`config.mk`:
```
export PLATFORM = sky130hd
export DESIGN_NAME = m_game_sequencer
export DESIGN_NICKNAME = d
export VERILOG_FILES = /design/src/rtl/m_game_sequencer.sv
export SDC_FILE = /design/constraint.sdc
export NUM_CORES = 1
export LEC_CHECK = 0
export CORE_ASPECT_RATIO = 2
export CORE_UTILIZATION = 56
export DETAILED_ROUTE_END_ITERATION = 10
export GPL_ROUTABILITY_DRIVEN = 0
export GPL_TIMING_DRIVEN = 0
export PLACE_DENSITY_LB_ADDON = 0.2
export SYNTH_ARGS = -nofsm -noshare
export SYNTH_HDL_FRONTEND = slang
export SYNTH_SLANG_ARGS = --single-unit
```
`constraint.sdc`:
```
create_clock -name clock -period 2.66 [get_ports clock]
set_input_delay 0.532 -clock clock [delete_from_list [all_inputs] [get_ports clock]]
set_output_delay 0.532 -clock clock [all_outputs]
set_load 0.01 [all_outputs]
```
`src/rtl/m_game_sequencer.sv`:
```
`default_nettype none
// +----------------------------------------------------------------------------+
// | m_game_sequencer                                                           |
// | Game-phase sequencer: start/done handshakes, frame timer, lives and level. |
// | Revision: 1.0                                                              |
// +----------------------------------------------------------------------------+
module m_game_sequencer #(
  parameter int FRAME_DIV     = 25000000,
  parameter int LIVES         = 3,
  parameter int LIVES_W       = 2,
  parameter int MAX_LEVEL     = 7,
  parameter int LEVEL_W       = 3,
  parameter int RESPAWN_TICKS = 2
) (
  input  logic               clock,
  input  logic               reset,
  input  logic               enable,
  input  logic               start_req,
  input  logic               pause_key,
  output logic               logic_start,
  input  logic               logic_done,
  input  logic               collided,
  input  logic               level_clear,
  output logic               render_start,
  input  logic               render_done,
  output logic               screen_start,
  input  logic               screen_done,
  output logic [1:0]         screen_sel,
  output logic [2:0]         state_o,
  output logic [LIVES_W-1:0] lives,
  output logic [LEVEL_W-1:0] level,
  output logic               level_up,
  output logic               respawn,
  output logic               overrun
);

  localparam int CNT_W = (FRAME_DIV > 2) ? $clog2(FRAME_DIV) : 1;
  localparam int RSP_W = (RESPAWN_TICKS > 0) ? $clog2(RESPAWN_TICKS + 1) : 1;

  localparam logic [CNT_W-1:0]   c_CNT_MAX   = CNT_W'(FRAME_DIV - 1);
  localparam logic [RSP_W-1:0]   c_RSP_TICKS = RSP_W'(RESPAWN_TICKS);
  localparam logic [LIVES_W-1:0] c_LIVES     = LIVES_W'(LIVES);
  localparam logic [LEVEL_W-1:0] c_MAX_LEVEL = LEVEL_W'(MAX_LEVEL);

  typedef enum logic [2:0] {
    S_GREETING  = 3'd0,
    S_LOGIC     = 3'd1,
    S_RENDER    = 3'd2,
    S_WAIT      = 3'd3,
    S_PAUSED    = 3'd4,
    S_LIFE_LOST = 3'd5,
    S_LEVEL_UP  = 3'd6,
    S_GAME_OVER = 3'd7
  } state_t;

  state_t r_state;
  state_t w_next;

  logic               r_fresh;
  logic               r_logic_start, r_render_start, r_screen_start;
  logic               r_level_up, r_respawn, r_overrun, r_pending;
  logic [1:0]         r_screen_sel;
  logic [LIVES_W-1:0] r_lives;
  logic [LEVEL_W-1:0] r_level;
  logic [CNT_W-1:0]   r_cnt;
  logic [RSP_W-1:0]   r_rsp_cnt;
  logic               r_done_seen, r_go_ready, r_pause_q;
  logic               r_ld_pend, r_ld_col, r_ld_clr, r_rd_pend, r_sd_pend;

  logic               w_logic_done, w_collided, w_level_clear;
  logic               w_render_done, w_screen_done;
  logic               w_counting, w_tick, w_pause_edge, w_enter, w_in_frame;
  logic [LIVES_W-1:0] w_lives_dec;
  logic [LEVEL_W-1:0] w_level_inc;

  // Done pulses seen while disabled are replayed once enable returns.
  assign w_logic_done  = enable & (logic_done | r_ld_pend);
  assign w_collided    = logic_done ? collided : r_ld_col;
  assign w_level_clear = logic_done ? level_clear : r_ld_clr;
  assign w_render_done = enable & (render_done | r_rd_pend);
  assign w_screen_done = enable & (screen_done | r_sd_pend);

  assign w_counting   = (r_state != S_PAUSED) && (r_state != S_GREETING);
  assign w_tick       = w_counting && (r_cnt == c_CNT_MAX);
  assign w_pause_edge = pause_key & ~r_pause_q;
  assign w_in_frame   = (r_state == S_LOGIC) || (r_state == S_RENDER);
  assign w_lives_dec  = (r_lives != '0) ? r_lives - LIVES_W'(1) : '0;
  assign w_level_inc  = (r_level >= c_MAX_LEVEL) ? r_level : r_level + LEVEL_W'(1);
  assign w_enter      = (w_next != r_state);

  always_comb begin
    w_next = r_state;
    if (enable) begin
      case (r_state)
        S_GREETING:  if (start_req) w_next = S_LOGIC;
        S_LOGIC: begin
          if (w_logic_done) begin
            if (w_collided)         w_next = (w_lives_dec == '0) ? S_GAME_OVER : S_LIFE_LOST;
            else if (w_level_clear) w_next = S_LEVEL_UP;
            else                    w_next = S_RENDER;
          end
        end
        S_RENDER:    if (w_render_done) w_next = S_WAIT;
        S_WAIT: begin
          if (w_pause_edge)           w_next = S_PAUSED;
          else if (w_tick | r_pending) w_next = S_LOGIC;
        end
        S_PAUSED:    if (w_pause_edge) w_next = S_WAIT;
        S_LIFE_LOST: if (r_done_seen && (r_rsp_cnt == c_RSP_TICKS)) w_next = S_LOGIC;
        S_LEVEL_UP:  if (w_screen_done) w_next = S_LOGIC;
        S_GAME_OVER: if (r_go_ready && start_req) w_next = S_GREETING;
        default:     w_next = S_GREETING;
      endcase
    end
  end

  always_ff @(posedge clock) begin
    if (reset) r_state <= S_GREETING;
    else       r_state <= w_next;
  end

  always_ff @(posedge clock) begin
    if (reset) begin
      r_ld_pend <= 1'b0;
      r_ld_col  <= 1'b0;
      r_ld_clr  <= 1'b0;
      r_rd_pend <= 1'b0;
      r_sd_pend <= 1'b0;
    end else if (enable) begin
      r_ld_pend <= 1'b0;
      r_rd_pend <= 1'b0;
      r_sd_pend <= 1'b0;
    end else begin
      if (logic_done) begin
        r_ld_pend <= 1'b1;
        r_ld_col  <= collided;
        r_ld_clr  <= level_clear;
      end
      if (render_done) r_rd_pend <= 1'b1;
      if (screen_done) r_sd_pend <= 1'b1;
    end
  end

  always_ff @(posedge clock) begin
    if (reset) begin
      r_fresh        <= 1'b1;
      r_logic_start  <= 1'b0;
      r_render_start <= 1'b0;
      r_screen_start <= 1'b0;
      r_level_up     <= 1'b0;
      r_respawn      <= 1'b0;
      r_overrun      <= 1'b0;
      r_pending      <= 1'b0;
      r_screen_sel   <= 2'd0;
      r_lives        <= c_LIVES;
      r_level        <= '0;
      r_cnt          <= '0;
      r_rsp_cnt      <= '0;
      r_done_seen    <= 1'b0;
      r_go_ready     <= 1'b0;
      r_pause_q      <= 1'b0;
    end else begin
      r_pause_q <= pause_key;
      if (enable) begin
        // r_fresh marks the first cycle in a state; the start pulse follows it.
        r_fresh        <= w_enter;
        r_logic_start  <= r_fresh && (r_state == S_LOGIC);
        r_render_start <= r_fresh && (r_state == S_RENDER);
        r_screen_start <= r_fresh && ((r_state == S_GREETING) || (r_state == S_LIFE_LOST) ||
                                      (r_state == S_LEVEL_UP) || (r_state == S_GAME_OVER));
        r_level_up     <= w_enter && (w_next == S_LEVEL_UP);
        r_respawn      <= w_enter && (r_state == S_LIFE_LOST);

        if (r_state == S_GREETING && w_enter) r_cnt <= '0;
        else if (w_counting)                  r_cnt <= w_tick ? '0 : r_cnt + CNT_W'(1);

        if (r_state == S_WAIT && w_next == S_LOGIC) r_pending <= 1'b0;
        else if (w_tick && w_in_frame)              r_pending <= 1'b1;
        if (w_tick && w_in_frame) r_overrun <= 1'b1;

        if (r_state == S_GREETING && w_enter) begin
          r_lives <= c_LIVES;
          r_level <= '0;
        end else begin
          if (r_state == S_LOGIC && w_logic_done && w_collided) r_lives <= w_lives_dec;
          if (w_enter && w_next == S_LEVEL_UP)                 r_level <= w_level_inc;
        end

        if (w_enter) begin
          case (w_next)
            S_GREETING:  r_screen_sel <= 2'd0;
            S_GAME_OVER: r_screen_sel <= 2'd1;
            S_LEVEL_UP:  r_screen_sel <= 2'd2;
            S_LIFE_LOST: r_screen_sel <= 2'd3;
            default:     r_screen_sel <= r_screen_sel;
          endcase
          r_done_seen <= 1'b0;
          r_rsp_cnt   <= '0;
          r_go_ready  <= 1'b0;
        end else begin
          if ((r_state == S_LIFE_LOST || r_state == S_GAME_OVER) && w_screen_done)
            r_done_seen <= 1'b1;
          if (r_state == S_LIFE_LOST && r_done_seen && w_tick && r_rsp_cnt != c_RSP_TICKS)
            r_rsp_cnt <= r_rsp_cnt + RSP_W'(1);
          // start_req must be seen low after the game-over screen before it counts.
          if (r_state == S_GAME_OVER && (r_done_seen || w_screen_done) && !start_req)
            r_go_ready <= 1'b1;
        end
      end else begin
        r_logic_start  <= 1'b0;
        r_render_start <= 1'b0;
        r_screen_start <= 1'b0;
        r_level_up     <= 1'b0;
        r_respawn      <= 1'b0;
      end
    end
  end

  assign logic_start  = r_logic_start;
  assign render_start = r_render_start;
  assign screen_start = r_screen_start;
  assign screen_sel   = r_screen_sel;
  assign state_o      = r_state;
  assign lives        = r_lives;
  assign level        = r_level;
  assign level_up     = r_level_up;
  assign respawn      = r_respawn;
  assign overrun      = r_overrun;

endmodule
`default_nettype wire
```
==> results.yml <==
run_status:
  status: "complete, no violations"
drt:
  num_vias: 2378
  routed_wirelength_um: 6480
  drt_iter0_drc: 71
  antenna_left: 0
  drt-vias-per-instance: 5.99
  firstDrtPassIters: 4
  drc: 0
  wl_per_cell_um: 16.3
worst_setup_path:
  cp_max_fo: 9
  crit_type: "in -> reg"
  rrSetupSlack_ns: 0.12
  cp.required_ns: 2.91
  crit_chain: "clkdlybuf4s50_1 > nor2_1 > a2111oi_4 > o21bai_4 > o22a_1 > o221ai_4 > a21oi_1 > a22o_1"
  critPathArrivalTime_ns: 2.86
  critPathLaunchType: "input port"
  cp_slowest_cell: "a2111oi_4"
  max_stage_delay_ns: 0.48
  critPathCaptureType: "flop"
logic_synthesis:
  yosysWarnings: 0
  synth_edf_count: 0
  yosysSeqAreaShare_pct: 37.9
  postSynthAreaPerCell_sq_um: 9.08
  synth_top_area_share_pct: 37.9
  synth-seq-cells: 53
  syn_inst: 308
  synthFlopType: "dfxtp_1"
  async_flop_share_pct: 0
  yosys.area.top_type: "dfxtp_1"
  postSynthNetCount: 322
  synth_cell_type_count: 62
  synth.area.top_cells: "dfxtp_1 (38%), nor3_2 (7.2%), xor2_1 (4.7%)"
  netlist_area_sq_um: 2800
floorplan:
  ios: 26
  core-area_sq_um: 4820
  rows: 36
  start_util_pct: 58.0
  dieArea_sq_um: 5300
  die_y_um: 102
  die_x_um: 52.0
cells_and_area:
  drive_above_1_share_pct: 17.4
  antenna_cells: 0
  area_growth_pct: 16.5
  final_area_sq_um: 3260
  instances_no_fill: 397
  post-route-util_pct: 67.6
  fin_nets: 353
cts:
  cts.sinks: 53
  clkLatencyLatePin_ns: 0.30
  path_clk_slew_ns: 0.09
  cts_root_buffer: "clkbuf_8"
  htree_levels: 2
  post-cts-setup-buffer-count: 0
  clockBufferDepth: 2
  cts_tree: "built"
  cts_inserted_buffers: 5
  holdBufCountCts: 0
power:
  switching_share_pct: 29.5
  leakage_nw: 1.13
  switchingPower_mw: 0.502
  internal_power_mw: 1.20
  pwr-share-comb_pct: 22.3
  pwr-share-clk_pct: 29.1
  powerDensity_nw_per_um2: 521
  ir_drop_v: 0.000394
  power.total_mw: 1.70
  seqPwrFrac_pct: 48.6
timing:
  fin_ws_ns: 0.0481
  final.setup.tns_ns: 0
  whs_ns: 0.469
  hold_viol_final: 0
  fin_crit_sh_pct: 98.2
  fin_skew_ns: 0.00340
  maxSlewViolCount: 0
  max_freq_ghz: 0.383
  worstMarginPinSlew_ns: 0.703
  period_needed_ns: 2.61
  max_slew_margin_pct: 53.1
  setup_viol: 0
global_route:
  antenna_found_initial: 0
  grt_pass1_wl_um: 10400
  grt_pass1_vias: 2268
  gr-total-overflow: 0
  grt_max_degree: 16
  grt_use_total_pct: 26.5
place:
  post-place-ws_ns: -0.649
  dp.cells: 389
  place_area_sq_um: 3110
  port_buffers: 24
  dpl.hpwl_um: 4860
min_path:
  min_path_type: "reg -> reg"
flow_run:
  drv_cap: 0
## placed cells by master (no fill, tap or decap), types with 7 or more instances in the layout
master            n
dfxtp_1          53
nor2_1           29
nand2b_1          8
a21oi_1           8
nand4_1           9
nor3_2           20
clkdlybuf4s50_1  23
xnor2_1          10
clkbuf_8          7
nor3_1           10
xor2_1           15
nand2_1          31
## critical path, delay by kind of cell
family / cells / cell delay (ns)
AOI/OAI and AO/OA: 6 / 1.77
buffers and inverters: 1 / 0.47
and+or+nand+nor: 1 / 0.08
## layout make-up
cell class | instances | area, sq um
multi-input combinational | 234 | 1670
fill | 399 | 1560
sequential | 53 | 1060
timing repair buffer | 24 | 240
clock buffer | 7 | 96.3
buffer | 15 | 90.1
tap | 57 | 71.3
inverter | 6 | 22.5
clock inverter | 1 | 5.00
## power by group through the flow
stage / registers [mW] / logic [mW] / clock network, mW
after global routing: 0.827 / 0.405 / 0.536
after CTS: 0.824 / 0.372 / 0.507
after floorplan: 0.843 / 0.257 / 0
after global placement: 0.842 / 0.354 / 0
final: 0.825 / 0.378 / 0.495
after detailed placement: 0.843 / 0.358 / 0
## cells by family after synthesis
| family | count (synthesis) | synth area share, % |
|---|---|---|
| and+or+nand+nor | 154 | 33.3 |
| DFF | 53 | 37.9 |
| AOI/OAI and AO/OA | 49 | 14.4 |
| xor gates and xnor gates | 25 | 7.83 |
| buffers and inverters | 21 | 3.94 |
| adders and majority gates | 4 | 1.79 |
| muxes | 2 | 0.894 |
## cell usage after synthesis (5+ instances only)
library cell / count
xor2_1: 15
nor2b_1: 7
nand2b_1: 8
nor3_2: 20
inv_1: 6
nand4_1: 9
dfxtp_1: 53
nand3_1: 6
xnor2_1: 10
nor2_1: 29
clkbuf_1: 5
nand2_1: 31
a21oi_1: 8
and4_1: 5
nor3_1: 10
o21ai_0: 5
## timing repair
action                     CTS  global route
setup endpoints to repair   38            24
gates resized for setup      5             6
pin swaps                    1             1
cloned                       0             0
## registers in the layout, summed over array words and instances, names as in the netlist, 2 cells and up
name / flops
r_rsp_cnt: 2
screen_sel: 2
level: 3
r_cnt: 25
state_o: 3
lives: 2
## final timing paths
| check | start | endpoint | cells after the start |
|---|---|---|---|
| min reg2reg | r_fresh | r_fresh | 1 |
| max reg2reg | state_o[1] | r_cnt[1] | 7 |
| min | r_fresh | r_fresh | 1 |
| max | collided | r_cnt[1] | 8 |
## layer usage
metal  up-vias  part of all wire, %  GRT usage, %
li1       1170                    -             -
met1      1147                   36          25.1
met2        42                   58          52.3
met3        19                  1.8          3.27
met4         0                  3.8          13.1
met5         -                    0             0
(Power assumes the default switching activity.)
